$ cat config.mk
export PLATFORM = sky130hd
export DESIGN_NAME = rx_uart
export DESIGN_NICKNAME = d
export VERILOG_FILES = /design/src/rtl/rx_uart_pkg.sv /design/src/rtl/sync_fifo.sv /design/src/rtl/rx_uart.sv
export SDC_FILE = /design/constraint.sdc
export NUM_CORES = 1
export LEC_CHECK = 0
export ABC_CLOCK_PERIOD_IN_PS = 3150
export CORE_MARGIN = 3
export CORE_UTILIZATION = 34
export DETAILED_ROUTE_END_ITERATION = 12
export GPL_TIMING_DRIVEN = 0
export SYNTH_ARGS = -nofsm -noshare
export SYNTH_HDL_FRONTEND = slang
export SYNTH_SLANG_ARGS = --single-unit
$ cat constraint.sdc
create_clock -name i_clk -period 3.15 [get_ports i_clk]
set_clock_uncertainty 0.15 [all_clocks]
set_input_delay 0.4725 -clock i_clk [delete_from_list [all_inputs] [get_ports i_clk]]
set_output_delay 0.4725 -clock i_clk [all_outputs]
set_load 0.01 [all_outputs]
$ cat src/rtl/rx_uart_pkg.sv
// Shared types and constants for the rx_uart receiver and the soc read mux.
// Status bit positions here match the layout of the status byte.
package rx_uart_pkg;

  typedef enum logic [2:0] {
    StIdle,
    StStart,
    StData,
    StStop,
    StWaitIdle
  } rx_state_e;

  localparam int unsigned StatusNotEmptyBit = 0;
  localparam int unsigned StatusFullBit     = 1;
  localparam int unsigned StatusOverrunBit  = 2;
  localparam int unsigned StatusFrameErrBit = 3;

  localparam logic [7:0] MinDivisor = 8'd4;

  // Below four clocks per bit the half-bit sample point no longer clears the synchroniser delay.
  function automatic logic [7:0] clamp_divisor(input logic [7:0] value);
    return (value < MinDivisor) ? MinDivisor : value;
  endfunction

endpackage

$ cat src/rtl/sync_fifo.sv
// Synchronous FIFO with extra-MSB pointers; head is presented combinationally.
// Reads as zero when empty so it can be ORed straight into a read mux.
module sync_fifo #(
  parameter int unsigned WIDTH = 8,
  parameter int unsigned DEPTH = 8
) (
  input  logic             i_clk,
  input  logic             i_rst_n,
  input  logic             i_push,
  input  logic [WIDTH-1:0] i_wdata,
  input  logic             i_pop,
  output logic [WIDTH-1:0] o_rdata,
  output logic             o_full,
  output logic             o_empty
);

  localparam int unsigned AW = $clog2(DEPTH);

  logic [AW:0]      r_wptr;
  logic [AW:0]      r_rptr;
  logic [WIDTH-1:0] r_mem [DEPTH];

  logic w_full;
  logic w_empty;
  logic w_do_push;
  logic w_do_pop;

  assign w_empty = (r_wptr == r_rptr);
  assign w_full  = (r_wptr[AW] != r_rptr[AW]) && (r_wptr[AW-1:0] == r_rptr[AW-1:0]);

  // A pop on a full FIFO frees the slot the simultaneous push writes into.
  assign w_do_pop  = i_pop & ~w_empty;
  assign w_do_push = i_push & (~w_full | i_pop);

  always_ff @(posedge i_clk or negedge i_rst_n) begin
    if (!i_rst_n) begin
      r_wptr <= '0;
      r_rptr <= '0;
    end else begin
      if (w_do_push) r_wptr <= r_wptr + 1'b1;
      if (w_do_pop)  r_rptr <= r_rptr + 1'b1;
    end
  end

  always_ff @(posedge i_clk) begin
    if (w_do_push) r_mem[r_wptr[AW-1:0]] <= i_wdata;
  end

  assign o_rdata = w_empty ? '0 : r_mem[r_rptr[AW-1:0]];
  assign o_full  = w_full;
  assign o_empty = w_empty;

endmodule

$ cat src/rtl/rx_uart.sv
// Memory-mapped 8N1 UART receiver: synchroniser, programmable bit period, frame FSM,
// receive FIFO and sticky error flags.
module rx_uart
  import rx_uart_pkg::*;
#(
  parameter logic [7:0]  DEFAULT_DIVISOR = 8'd104,
  parameter int unsigned FIFO_DEPTH      = 8
) (
  input  logic       i_clk,
  input  logic       i_rst_n,
  input  logic       i_rx_line,
  input  logic [7:0] i_config_data,
  input  logic       i_config_enable,
  input  logic       i_pop_enable,
  input  logic       i_status_clear,
  output logic [7:0] o_read_data,
  output logic [7:0] o_status
);

  rx_state_e r_state;
  rx_state_e w_state_next;

  logic       r_sync1;
  logic       r_sync2;
  logic       r_sync3;
  logic [7:0] r_divisor;
  logic [7:0] r_bit_period;
  logic [7:0] r_cnt;
  logic [2:0] r_bit_idx;
  logic [7:0] r_shift;
  logic       r_overrun;
  logic       r_frame_err;

  logic       w_fall;
  logic [7:0] w_half_tgt;
  logic [7:0] w_full_tgt;
  logic       w_cnt_clr;
  logic       w_load_period;
  logic       w_shift_en;
  logic       w_push;
  logic       w_frame_set;
  logic       w_overrun_set;
  logic       w_fifo_full;
  logic       w_fifo_empty;

  // r_sync3 is the previous synchronised value, used only for edge detection.
  always_ff @(posedge i_clk or negedge i_rst_n) begin
    if (!i_rst_n) begin
      r_sync1 <= 1'b1;
      r_sync2 <= 1'b1;
      r_sync3 <= 1'b1;
    end else begin
      r_sync1 <= i_rx_line;
      r_sync2 <= r_sync1;
      r_sync3 <= r_sync2;
    end
  end

  assign w_fall = r_sync3 & ~r_sync2;

  always_ff @(posedge i_clk or negedge i_rst_n) begin
    if (!i_rst_n) begin
      r_divisor <= DEFAULT_DIVISOR;
    end else if (i_config_enable) begin
      r_divisor <= clamp_divisor(i_config_data);
    end
  end

  // Start sample lands one clock early to absorb the synchroniser and edge-detect delay.
  assign w_half_tgt = {1'b0, r_bit_period[7:1]} - 8'd1;
  assign w_full_tgt = r_bit_period - 8'd1;

  always_ff @(posedge i_clk or negedge i_rst_n) begin
    if (!i_rst_n) begin
      r_state <= StIdle;
    end else begin
      r_state <= w_state_next;
    end
  end

  always_comb begin
    w_state_next  = r_state;
    w_cnt_clr     = 1'b0;
    w_load_period = 1'b0;
    w_shift_en    = 1'b0;
    w_push        = 1'b0;
    w_frame_set   = 1'b0;
    unique case (r_state)
      StIdle: begin
        if (w_fall) begin
          w_cnt_clr     = 1'b1;
          w_load_period = 1'b1;
          w_state_next  = StStart;
        end
      end
      StStart: begin
        if (r_cnt == w_half_tgt) begin
          w_cnt_clr    = 1'b1;
          w_state_next = r_sync2 ? StIdle : StData;
        end
      end
      StData: begin
        if (r_cnt == w_full_tgt) begin
          w_cnt_clr  = 1'b1;
          w_shift_en = 1'b1;
          if (r_bit_idx == 3'd7) w_state_next = StStop;
        end
      end
      StStop: begin
        if (r_cnt == w_full_tgt) begin
          w_cnt_clr = 1'b1;
          if (r_sync2) begin
            w_push       = 1'b1;
            w_state_next = StIdle;
          end else begin
            w_frame_set  = 1'b1;
            w_state_next = StWaitIdle;
          end
        end
      end
      StWaitIdle: begin
        if (r_sync2) w_state_next = StIdle;
      end
      default: w_state_next = StIdle;
    endcase
  end

  always_ff @(posedge i_clk or negedge i_rst_n) begin
    if (!i_rst_n) begin
      r_bit_period <= DEFAULT_DIVISOR;
      r_cnt        <= '0;
      r_bit_idx    <= '0;
      r_shift      <= '0;
    end else begin
      r_cnt <= w_cnt_clr ? 8'd0 : r_cnt + 8'd1;
      if (w_load_period) begin
        r_bit_period <= r_divisor;
        r_bit_idx    <= '0;
      end
      if (w_shift_en) begin
        r_shift   <= {r_sync2, r_shift[7:1]};
        r_bit_idx <= r_bit_idx + 3'd1;
      end
    end
  end

  // A push that meets a full FIFO is only lost when no pop frees a slot that cycle.
  assign w_overrun_set = w_push & w_fifo_full & ~i_pop_enable;

  always_ff @(posedge i_clk or negedge i_rst_n) begin
    if (!i_rst_n) begin
      r_overrun   <= 1'b0;
      r_frame_err <= 1'b0;
    end else begin
      r_overrun   <= w_overrun_set | (r_overrun & ~i_status_clear);
      r_frame_err <= w_frame_set | (r_frame_err & ~i_status_clear);
    end
  end

  sync_fifo #(
    .WIDTH(8),
    .DEPTH(FIFO_DEPTH)
  ) u_fifo (
    .i_clk   (i_clk),
    .i_rst_n (i_rst_n),
    .i_push  (w_push),
    .i_wdata (r_shift),
    .i_pop   (i_pop_enable),
    .o_rdata (o_read_data),
    .o_full  (w_fifo_full),
    .o_empty (w_fifo_empty)
  );

  assign o_status = {4'b0000, r_frame_err, r_overrun, w_fifo_full, ~w_fifo_empty};

endmodule

# [After elaboration in Yosys (flattened, before gate mapping)]
# Memory sizes are Yosys's and may differ from the RTL's.
# Index checks and enable logic that the tools add are counted.
[totals] regBits=51 ramBits=64 in_bits=14 output_inout_bits=16 n_memories=1
[mem_list] name="u_fifo.r_mem" words=8 width=8 rd=1 rd_ports_with_merged_regs=0 write_ports=1 line_no="sync_fifo.sv:21" text="logic [WIDTH-1:0] r_mem [DEPTH];"
[op_classes] add_sub_neg=6 magnitude_cmp=1 eq_ne=16 muxes=28 n_bitwise=15 reduce_logical=5
[ops] op="$mux W3" count=9
[ops] op="$mux W8" count=3
[ops] op="$eq A8 B8 Y1" count=2
[ops] op="$pmux W3 S5" count=1
[ops] op="$mux W1" count=13
[ops] op="$ne A2 B2 Y1 const B" count=6
[ops] op="$add A4 B1 Y4 const B" count=2
[ops] op="$add A8 B1 Y8 const B" count=1
[ops] op="$lt A8 B3 Y1 const B" count=1
[ops] op="$sub A7 B1 Y8 const B" count=1
[ops] op="$sub A8 B1 Y8 const B" count=1
[ops] op="$and A1 B1 Y1" count=7
[ops] op="$eq A3 B2 Y1 const B" count=2
[ops] op="$eq A3 B3 Y1 const B" count=2
[ops] op="$reduce_and A6 Y1" count=1
[ops] op="$not A1 Y1" count=5
[ops] op="$eq A4 B4 Y1" count=1
[ops] op="$add A3 B1 Y3 const B" count=1
[ops] op="$eq A3 B1 Y1 const B" count=1
[ops] op="$eq A3 B3 Y1" count=1
[ops] op="$logic_not A3 Y1" count=1
[ops] op="$or A1 B1 Y1" count=3
[ops] op="$pmux W1 S3" count=1
[ops] op="$mux W2" count=1
[ops] op="4 further kinds" count=4

# [Depth between registers and ports, before layout]
# Gate-level depths: netlist of run 1.
[logic_depth] word_depth=7 ltp_mapped=9 ltp_nobuf=8

# [Cells and area by module]
# From an unflattened synthesis of run 1, not the netlist that was laid out.
[unflattened] cells_unflattened=383 area_unflattened_um2=5487.8
[by_module_without_submodules] mod="sync_fifo" instances=1 cells_per_inst=159 area_each_um2=3076.7
[by_module_without_submodules] mod="rx_uart" instances=1 cells_per_inst=224 area_each_um2=2411.1

# [Worst setup path before layout of run 1]
# No wires, ideal clock.
[synth_path] path_kind="reg-to-reg" from="reg r_bit_period[2]" to="mem u_fifo.r_mem[0][0] (enable)" setup_ns=0.383 arrival_time_ns=2.735 slack_ns=-0.118 path_stages_with_launch=9 n_path_buf=0 synth_period_minus_slack_ns=3.268 cell_sequence="dfrtp_1 > inv_1 > ha_1 > nor4b_1 > xnor2_1 > o2111ai_1 > a2111oi_4 > nand2b_1 > nor3_1"
[synth_via] elab_chain_cells=7
[synth_lines] element="from (decl)" line_no="rx_uart.sv:27" text="logic [7:0] r_bit_period;"
[synth_lines] element="from (signal assigned)" line_no="rx_uart.sv:137" text="r_bit_period <= r_divisor;"
[synth_lines] element="$sub A8 B1 Y8" line_no="rx_uart.sv:71" text="assign w_full_tgt = r_bit_period - 8'd1;"
[synth_lines] element="$eq A8 B8 Y1" line_no="rx_uart.sv:110" text="if (r_cnt == w_full_tgt) begin"
[synth_lines] element="$mux W1" line_no="rx_uart.sv:110"
[synth_lines] element="$mux W1" line_no="rx_uart.sv:88" text="unique case (r_state)"
[synth_lines] element="$and A1 B1 Y1" line_no="sync_fifo.sv:33" text="assign w_do_push = i_push & (~w_full | i_pop);"
[synth_lines] element="$mux W1" line_no="sync_fifo.sv:46" text="if (w_do_push) r_mem[r_wptr[AW-1:0]] <= i_wdata;"
[synth_lines] element="$mux W1 (not written as such)" line_no="sync_fifo.sv:46"
[synth_lines] element="to (decl)" line_no="sync_fifo.sv:21"
# No other way between the ends.

# [Final worst setup path of run 1]
[layout_path] from="reg u_fifo.r_rptr[0]" to="out o_read_data[1]"
[layout_via] elab_chain_cells=2 elab_cells_between_ends=3 classes_between="eq/ne: 1; mux: 1; memory: 1"
[layout_lines] element="from (decl)" line_no="sync_fifo.sv:20" text="logic [AW:0] r_rptr;"
[layout_lines] element="from (signal assigned)" line_no="sync_fifo.sv:41" text="if (w_do_pop) r_rptr <= r_rptr + 1'b1;"
[layout_lines] element="$mem_v2 Z8 W8 / $eq A4 B4 Y1 (equally long branches)"
[layout_lines] element="$mux W8 (*)" line_no="sync_fifo.sv:49" text="assign o_rdata = w_empty ? '0 : r_mem[r_rptr[AW-1:0]];"
[layout_lines] element="to (decl)" line_no="rx_uart.sv:16" text="output logic [7:0] o_read_data,"
# Every way passes the cells marked *; elsewhere a longest branch is shown, timed or not.

==> results.txt, run 1 <==
----------------------------------------------------
[STA]
  Fin worst setup slack ... 0.138 ns
  Timing-limited maximum frequency ... approximately 330 MHz
  Fraction of the cycle the final worst path needs ... ~96%
  Max transition margin ... 47.1%
  Setup violation total in the final timing report ... 0
  Final count of pins violating max slew ... 0
  Final count of hold timing violations ... 0
  Final critical delay including setup and external delays ... about 3 ns
  Setup total negative slack ... 0 ns
  Worst-Margin Slew ... approximately 0.8 ns

[Logic synthesis]
  Post-synthesis instance area ... 5240 um^2
  Avg Cell Area, Syn ... 14.4 um^2
  Sequential fraction of the synthesis area ... between 60% and 70%
  Post-synth top flop ... sky130_fd_sc_hd__edfxtp_1
  Number of enable-type register cells in the synthesized netlist ... 64
  Number of synthesized register bits ... ~120
  Share of flip-flops with an asynchronous set or reset after synthesis ... 44.3%
  Number of instances in the synthesized netlist ... about 360
  Post-synth cell types ... 51
  Warnings, synthesis ... 0

[Routing]
  Pre-Repair DR Iteration Count ... 4
  WL per Instance ... between 15 and 20 um
  DRC Markers ... 0
  Average via count per standard cell ... approximately 4.9
  Total length of routed wires ... a little under 10 mm
  Number of nets with antenna violations after routing ... 0
  Vias post-DR ... 3,020
  Drt first-iter violations ... 125

[Placement]
  Detailed placer's ending HPWL ... roughly 6.6 mm
  RePlAce Congestion ... 0.790
  Worst slack after detailed placement ... -0.623 ns
  Count of buffers inserted at the top-level ports ... 25
  Area after DPL ... 5750 um^2

[Worst hold path]
  Path type of the worst min-delay path ... register to register

[Job]
  Reported max-cap violation count ... 0

[Outcome]
  Result of the run ... finished, final reports clean

[Critical path]
  Crit path top cell by count ... sky130_fd_sc_hd__buf_8
  Required time of the critical path ... 2.53 ns
  Master of the slowest instance on the critical path ... sky130_fd_sc_hd__mux4_2
  Type of origin of the critical path ... register
  Crit path cell chain ... buf_8 > buf_8 > mux4_2 > mux2i_1 > nor2_1 > clkdlybuf4s50_1
  Crit-path max FO ... 10
  Delay of the slowest cell on the worst path ... roughly 0.55 ns
  Kind of cell adding the most delay to the critical path ... buffers and inverters
  Worst path bufs/invs ... 3
  Path type of the worst setup path ... register to output port
  Arrival time at the worst endpoint ... roughly 2.4 ns
  Crit. End Element ... output port

[Clock tree]
  Clock tree root buffer cell ... sky130_fd_sc_hd__clkbuf_16
  Inserted Clock Buffers ... 17
  Maximum level of the CTS H-tree ... 4
  TritonCTS Sinks ... 115
  Longest Clk Path Bufs ... 2
  Clock-pin slew on the worst setup and hold paths ... approximately 0.06 ns
  Clk_lat worst skew ... roughly 0.4 ns
  Clock tree from TritonCTS ... done

[Finish]
  Area of all placed cells without fillers ... about 6500 um^2
  Share of the core filled with cells ... 44.0%
  Diodes inserted ... 0
  Number of nets in the layout ... approximately 440
  Area Growth Syn to Fin ... 24.5%
  Share of post-route cells with drive strength above 1 ... 29.3%

[Power]
  Static Leak ... ~2.5 nW
  VDD IR max ... approximately 0.00043 V
  Power per cell area ... roughly 850 nW/um^2

[Global routing]
  Antenna violations before repair ... 0
  Global-route usage over all layers ... between 10 and 15%
  Maximum number of pins on one net before global-route repair ... 34
  Via count of the first global-routing pass ... 3,118
  Global route total overflow ... 0
  First-pass GRT wire length ... approximately 16 mm

[Floorplan]
  Width of the die ... 130 um
  Count of pins on the block boundary ... 30
  Die outline area ... about 17,000 um^2
  Initial standard-cell utilization of the core ... 35.4%
  Core Region ... 14,800 um^2
  Site row count ... 44
  Die Y-Extent ... 130 um

----------------------------------------------------
[layer usage]
| metal | routed length, um | up-vias | GRT usage [%] | share of wire [%] |
|---|---|---|---|---|
| met1 | 4540 | 1506 | 15.8 | 46 |
| met3 | 321 | 11 | 2.70 | 3.3 |
| li1 | - | 1441 | - | - |
| met5 | 0 | - | 0 | 0 |
| met2 | 4880 | 62 | 20.6 | 50 |
| met4 | 90 | 0 | 5.68 | 0.92 |
[state kept, by name, summed over array words and instances (netlist names)]
name and cells:
r_bit_idx 3, r_bit_period 8, r_cnt 8, r_divisor 8, r_frame_err 1, r_overrun 1
r_shift 8, r_state 3, r_sync1 1, r_sync2 1, r_sync3 1, u_fifo.r_mem 64
u_fifo.r_rptr 4, u_fifo.r_wptr 4
[final timing paths]
kind / start / endpoint / slack, ns / cells past startpoint
min in group asynchronous: i_rst_n / r_bit_period[7] / 0.41 / 2
hold / removal: r_sync1 / r_sync2 / 0.21 / 0
max in group asynchronous: i_rst_n / r_sync2 / 1.84 / 3
hold reg to reg: r_sync1 / r_sync2 / 0.21 / 0
setup reg to reg: r_bit_period[2] / u_fifo.r_mem[0][7] / 0.16 / 10
setup / recovery: u_fifo.r_rptr[0] / o_read_data[1] / 0.14 / 6
[power breakdown]
group          switching (mW)  total (mW)  internal (mW)
clock                   0.698        1.87           1.17
sequential              0.178        1.92           1.75
combinational           0.861        1.72          0.856
total                    1.74        5.51           3.78
[synthesized netlist by cell type, drive strengths merged (4+ instances only)]
master  instances  share of area, %
ha              7               1.7
a21oi           7              0.67
nor3            5              0.57
nand2          11              0.79
dfstp           9               4.5
and3            5              0.62
mux4           16               6.9
inv            13              0.93
nand4           5              0.60
nand3b          4              0.57
o21ai           9              0.86
mux2           23               5.6
nor2b           8              0.96
edfxtp         64                37
dfrtp          42                20
nor2           34               2.4
buf            16               2.1
xor2           14               2.3
mux2i           8               1.5
nand2b          4              0.48
clkbuf          6              0.43
nand3           7              0.67
xnor2          19               3.2
[stage by stage]
stage	hold slack (ns)	cells	total power, mW
after floorplan	0.0269	366	3.12
after global placement	0.198	575	3.57
after detailed placement	0.198	576	3.60
after CTS	0.210	615	5.54
after global routing	0.218	614	5.82
final	0.212	614	5.51
[cells by family after synthesis]
| logic type | Yosys count | synth area share [%] |
|---|---|---|
| XOR/XNOR | 33 | 5.52 |
| AND/OR/NAND/NOR | 92 | 9.13 |
| AO/OA/AOI/OAI | 33 | 4.85 |
| adder cells (fa/ha/maj) | 7 | 1.67 |
| flip-flops | 115 | 61.3 |
| buffers and inverters | 35 | 3.46 |
| other | 1 | 0.0716 |
| multiplexers | 47 | 14.0 |
[what timing repair did]
action	in CTS	in global routing
endpoints found under the hold margin	13	0
hold buffers	1	0
setup endpoints to repair	82	81
resized for setup	27	9
buffers inserted	6	0
pin swaps	4	1
[cell type report]
cell class	count	area, um^2
plain buffers	21	155
clock buffers	18	429
clock inverters	14	154
fillers	1316	8290
inverters	13	51.3
multi-input cells	216	1950
flip-flops and latches	115	3210
well taps	184	230
repair buffers	33	345
[cell usage in the layout, fill, tap and decap left out, drive strengths merged, types with 9 or more instances in the layout]
cell	n
edfxtp	64
dfrtp	42
nor2	34
clkdlybuf4s50	24
clkbuf	24
mux2	23
buf	23
xnor2	19
inv	17
mux4	16
xor2	14
nand2	11
o21ai	9
dfstp	9
No activity file was read; power rests on OpenSTA's default activity.
==> inputs of run 2 (changes only) <==
--- a/config.mk
+++ b/config.mk
@@ -7,7 +7,7 @@
 export LEC_CHECK = 0
 export ABC_CLOCK_PERIOD_IN_PS = 3150
 export CORE_MARGIN = 3
-export CORE_UTILIZATION = 34
+export CORE_UTILIZATION = 42
 export DETAILED_ROUTE_END_ITERATION = 12
 export GPL_TIMING_DRIVEN = 0
 export SYNTH_ARGS = -nofsm -noshare
==> run 2 against run 1 <==
Sequential share of layout area rose by 0.21 points. Largest power group unchanged. Utilization rose by 9.6 points. Design area fell by 0.42%. Critical path type unchanged. Clock power fell by 6%. Final cell count fell by 2.4%. Highest routed layer unchanged. Via count barely moved. Power fell by 2.0%.
==> results.txt, run 2 (synthesis results as in run 1) <==
----------------------------------------------------
[STA]
  Max transition margin ... a little under half
  Setup violation total in the final timing report ... 0
  Min Hold Slack ... 0.205 ns
  Fraction of the cycle the final worst path needs ... ~96%
  Worst-Margin Slew ... around 0.78 ns
  Final count of pins violating max slew ... 0
  Timing-limited maximum frequency ... 331 MHz
  Final critical delay including setup and external delays ... 3.02 ns
  Final count of hold timing violations ... 0
  Fin worst setup slack ... approximately 0.13 ns

[Clock tree]
  Clk_lat worst skew ... slightly above 0.4 ns
  Inserted Clock Buffers ... 17
  TritonCTS Sinks ... 115
  Clock tree root buffer cell ... sky130_fd_sc_hd__clkbuf_16
  Maximum level of the CTS H-tree ... 4
  Clock tree from TritonCTS ... done
  Longest Clk Path Bufs ... 2
  Clock-pin slew on the worst setup and hold paths ... around 0.06 ns

[Floorplan]
  Die outline area ... between 10,000 and 15,000 um^2
  Width of the die ... 118 um
  Core Region ... about 12,000 um^2
  Die Y-Extent ... between 100 and 150 um
  Count of pins on the block boundary ... 30
  Initial standard-cell utilization of the core ... 43.2%
  Site row count ... 40

[Global routing]
  Maximum number of pins on one net before global-route repair ... 33
  Global-route usage over all layers ... between 15 and 20%
  First-pass GRT wire length ... 16.1 mm
  Antenna violations before repair ... 0
  Global route total overflow ... 0
  Via count of the first global-routing pass ... 3,077

[Finish]
  Number of cells in the finished layout apart from fillers ... 599
  Share of post-route cells with drive strength above 1 ... slightly below 30%
  Number of flip-flops in the largest register ... between 60 and 70
  Number of fill cells ... 1,024
  Commonest non-fill, non-tap cell in the layout ... sky130_fd_sc_hd__edfxtp_1
  Share of the core filled with cells ... between 50% and 60%
  Area Growth Syn to Fin ... 24.0%
  Diodes inserted ... 0
  Leading cell types in the layout, fill and taps excluded ... sky130_fd_sc_hd__edfxtp_1 (64), sky130_fd_sc_hd__dfrtp_1 (42), sky130_fd_sc_hd__nor2_1 (28)
  Number of nets in the layout ... around 440

[Routing]
  Average via count per standard cell ... 5.04
  Vias post-DR ... between 3,000 and 4,000
  Drt first-iter violations ... ~170
  DRC Markers ... 0
  Pre-Repair DR Iteration Count ... 5
  Number of nets with antenna violations after routing ... 0
  Total length of routed wires ... between 9 and 10 mm
  WL per Instance ... 16.4 um

[Critical path]
  Crit-path max FO ... 10
  RR Endpoint ... u_fifo.r_mem[0][7]
  Type of origin of the critical path ... register
  Launch instance of the worst register-to-register path ... r_bit_period[2]
  R2R Setup Slk ... around 0.16 ns
  Required time of the critical path ... roughly 2.5 ns
  Path type of the worst setup path ... register to output port
  FF-to-FF path depth ... 10
  Arrival time at the worst endpoint ... 2.40 ns
  Crit. End Element ... output port

[Job]
  Reported max-cap violation count ... 0

[Power]
  Gate power share ... 32.2%
  VDD IR max ... ~0.00036 V
  Fraction of power spent switching nets ... a little under a third
  Clock share of power ... between 30 and 40%
  Power consumption ... 5.40 mW
  Power dissipated by switching net loads ... 1.71 mW
  Internal power of the cells ... 3.70 mW
  Power per cell area ... ~830 nW/um^2
  Flop pwr share ... between 30% and 40%
  Static Leak ... around 2.5 nW

[Outcome]
  Result of the run ... finished, final reports clean

[Placement]
  Worst slack after detailed placement ... -0.546 ns
  Count of buffers inserted at the top-level ports ... 25
  Detailed placer's ending HPWL ... roughly 6.5 mm
  Placed instance count ... 560
  RePlAce Congestion ... around 0.84

[Worst hold path]
  Worst hold path stage count ... 0
  Launch instance of the worst min-delay path ... r_sync1
  Worst Hold Path EP ... r_sync2
  Path type of the worst min-delay path ... register to register

----------------------------------------------------
-- run 2: changes by cell type in the layout (fill, tap and decap cells not counted), sizes merged --
cell      delta
buf          +1
clkbuf       +1
inv          -2
clkinv       -3
clkinvlp     +5
bufinv       -1
-- run 2: layout make-up --
class / instances / area [um^2] / share of cell area [%]
buffer: 21 / 161 / 2.49
clock buffer: 19 / 433 / 6.67
clock inverter: 13 / 111 / 1.71
inverter: 13 / 48.8 / 0.751
multi-input combinational: 216 / 1940 / 29.9
sequential: 115 / 3210 / 49.4
tap: 168 / 210 / 3.24
timing repair buffer: 34 / 378 / 5.82
-- run 2: worst max-delay path by stage --
stage,endpoint,from,cells after the start
final,o_read_data[7],u_fifo.r_rptr[0],6
after global routing,u_fifo.r_mem[0][7],r_bit_period[2],10
after global placement,u_fifo.r_mem[2][4],r_bit_period[2],8
after detailed placement,u_fifo.r_mem[3][4],r_bit_period[2],8
after floorplan,u_fifo.r_mem[1][0],r_bit_period[2],8
after CTS,o_read_data[7],u_fifo.r_rptr[1],6
-- run 2: stage by stage --
step	area [um^2]	TNS [ns]
CTS	6450	0
finish	6490	0
global route	6490	-0.142
floorplan	5260	0
global placement	5720	-30.03
detailed placement	5730	-31.77
-- run 2: metal layers --
metal | track usage (%) | wire, um | up-vias
li1 | - | - | 1443
met1 | 20.1 | 4510 | 1482
met2 | 23.5 | 4640 | 81
met3 | 4.90 | 495 | 11
met4 | 5.05 | 169 | 0
met5 | 0 | 0 | -
-- run 2: worst max-delay path, stage by stage, from the launching register on --
cell	delay, ns
sky130_fd_sc_hd__dfrtp_1	0.39
sky130_fd_sc_hd__buf_12	0.17
sky130_fd_sc_hd__buf_8	0.17
sky130_fd_sc_hd__mux4_2	0.53
sky130_fd_sc_hd__mux2i_1	0.18
sky130_fd_sc_hd__nor2_1	0.06
sky130_fd_sc_hd__clkdlybuf4s50_1	0.49
-- run 2: power by group through the flow --
| stage | Combinational [mW] | Sequential (mW) | Clock (mW) |
|---|---|---|---|
| global route | 1.92 | 1.94 | 1.86 |
| finish | 1.74 | 1.92 | 1.75 |
| global placement | 1.63 | 1.93 | 0 |
| floorplan | 1.23 | 1.89 | 0 |
| CTS | 1.72 | 1.91 | 1.78 |
| detailed placement | 1.66 | 1.94 | 0 |
-- run 2: timing repair --
action | 4_1_cts | 5_1_grt
resized for setup | 26 | 10
endpoints found under the setup margin | 82 | 82
endpoints found under the hold margin | 15 | 0
setup buffers | 5 | 2
pin swaps | 6 | 2
hold buffers | 1 | 0
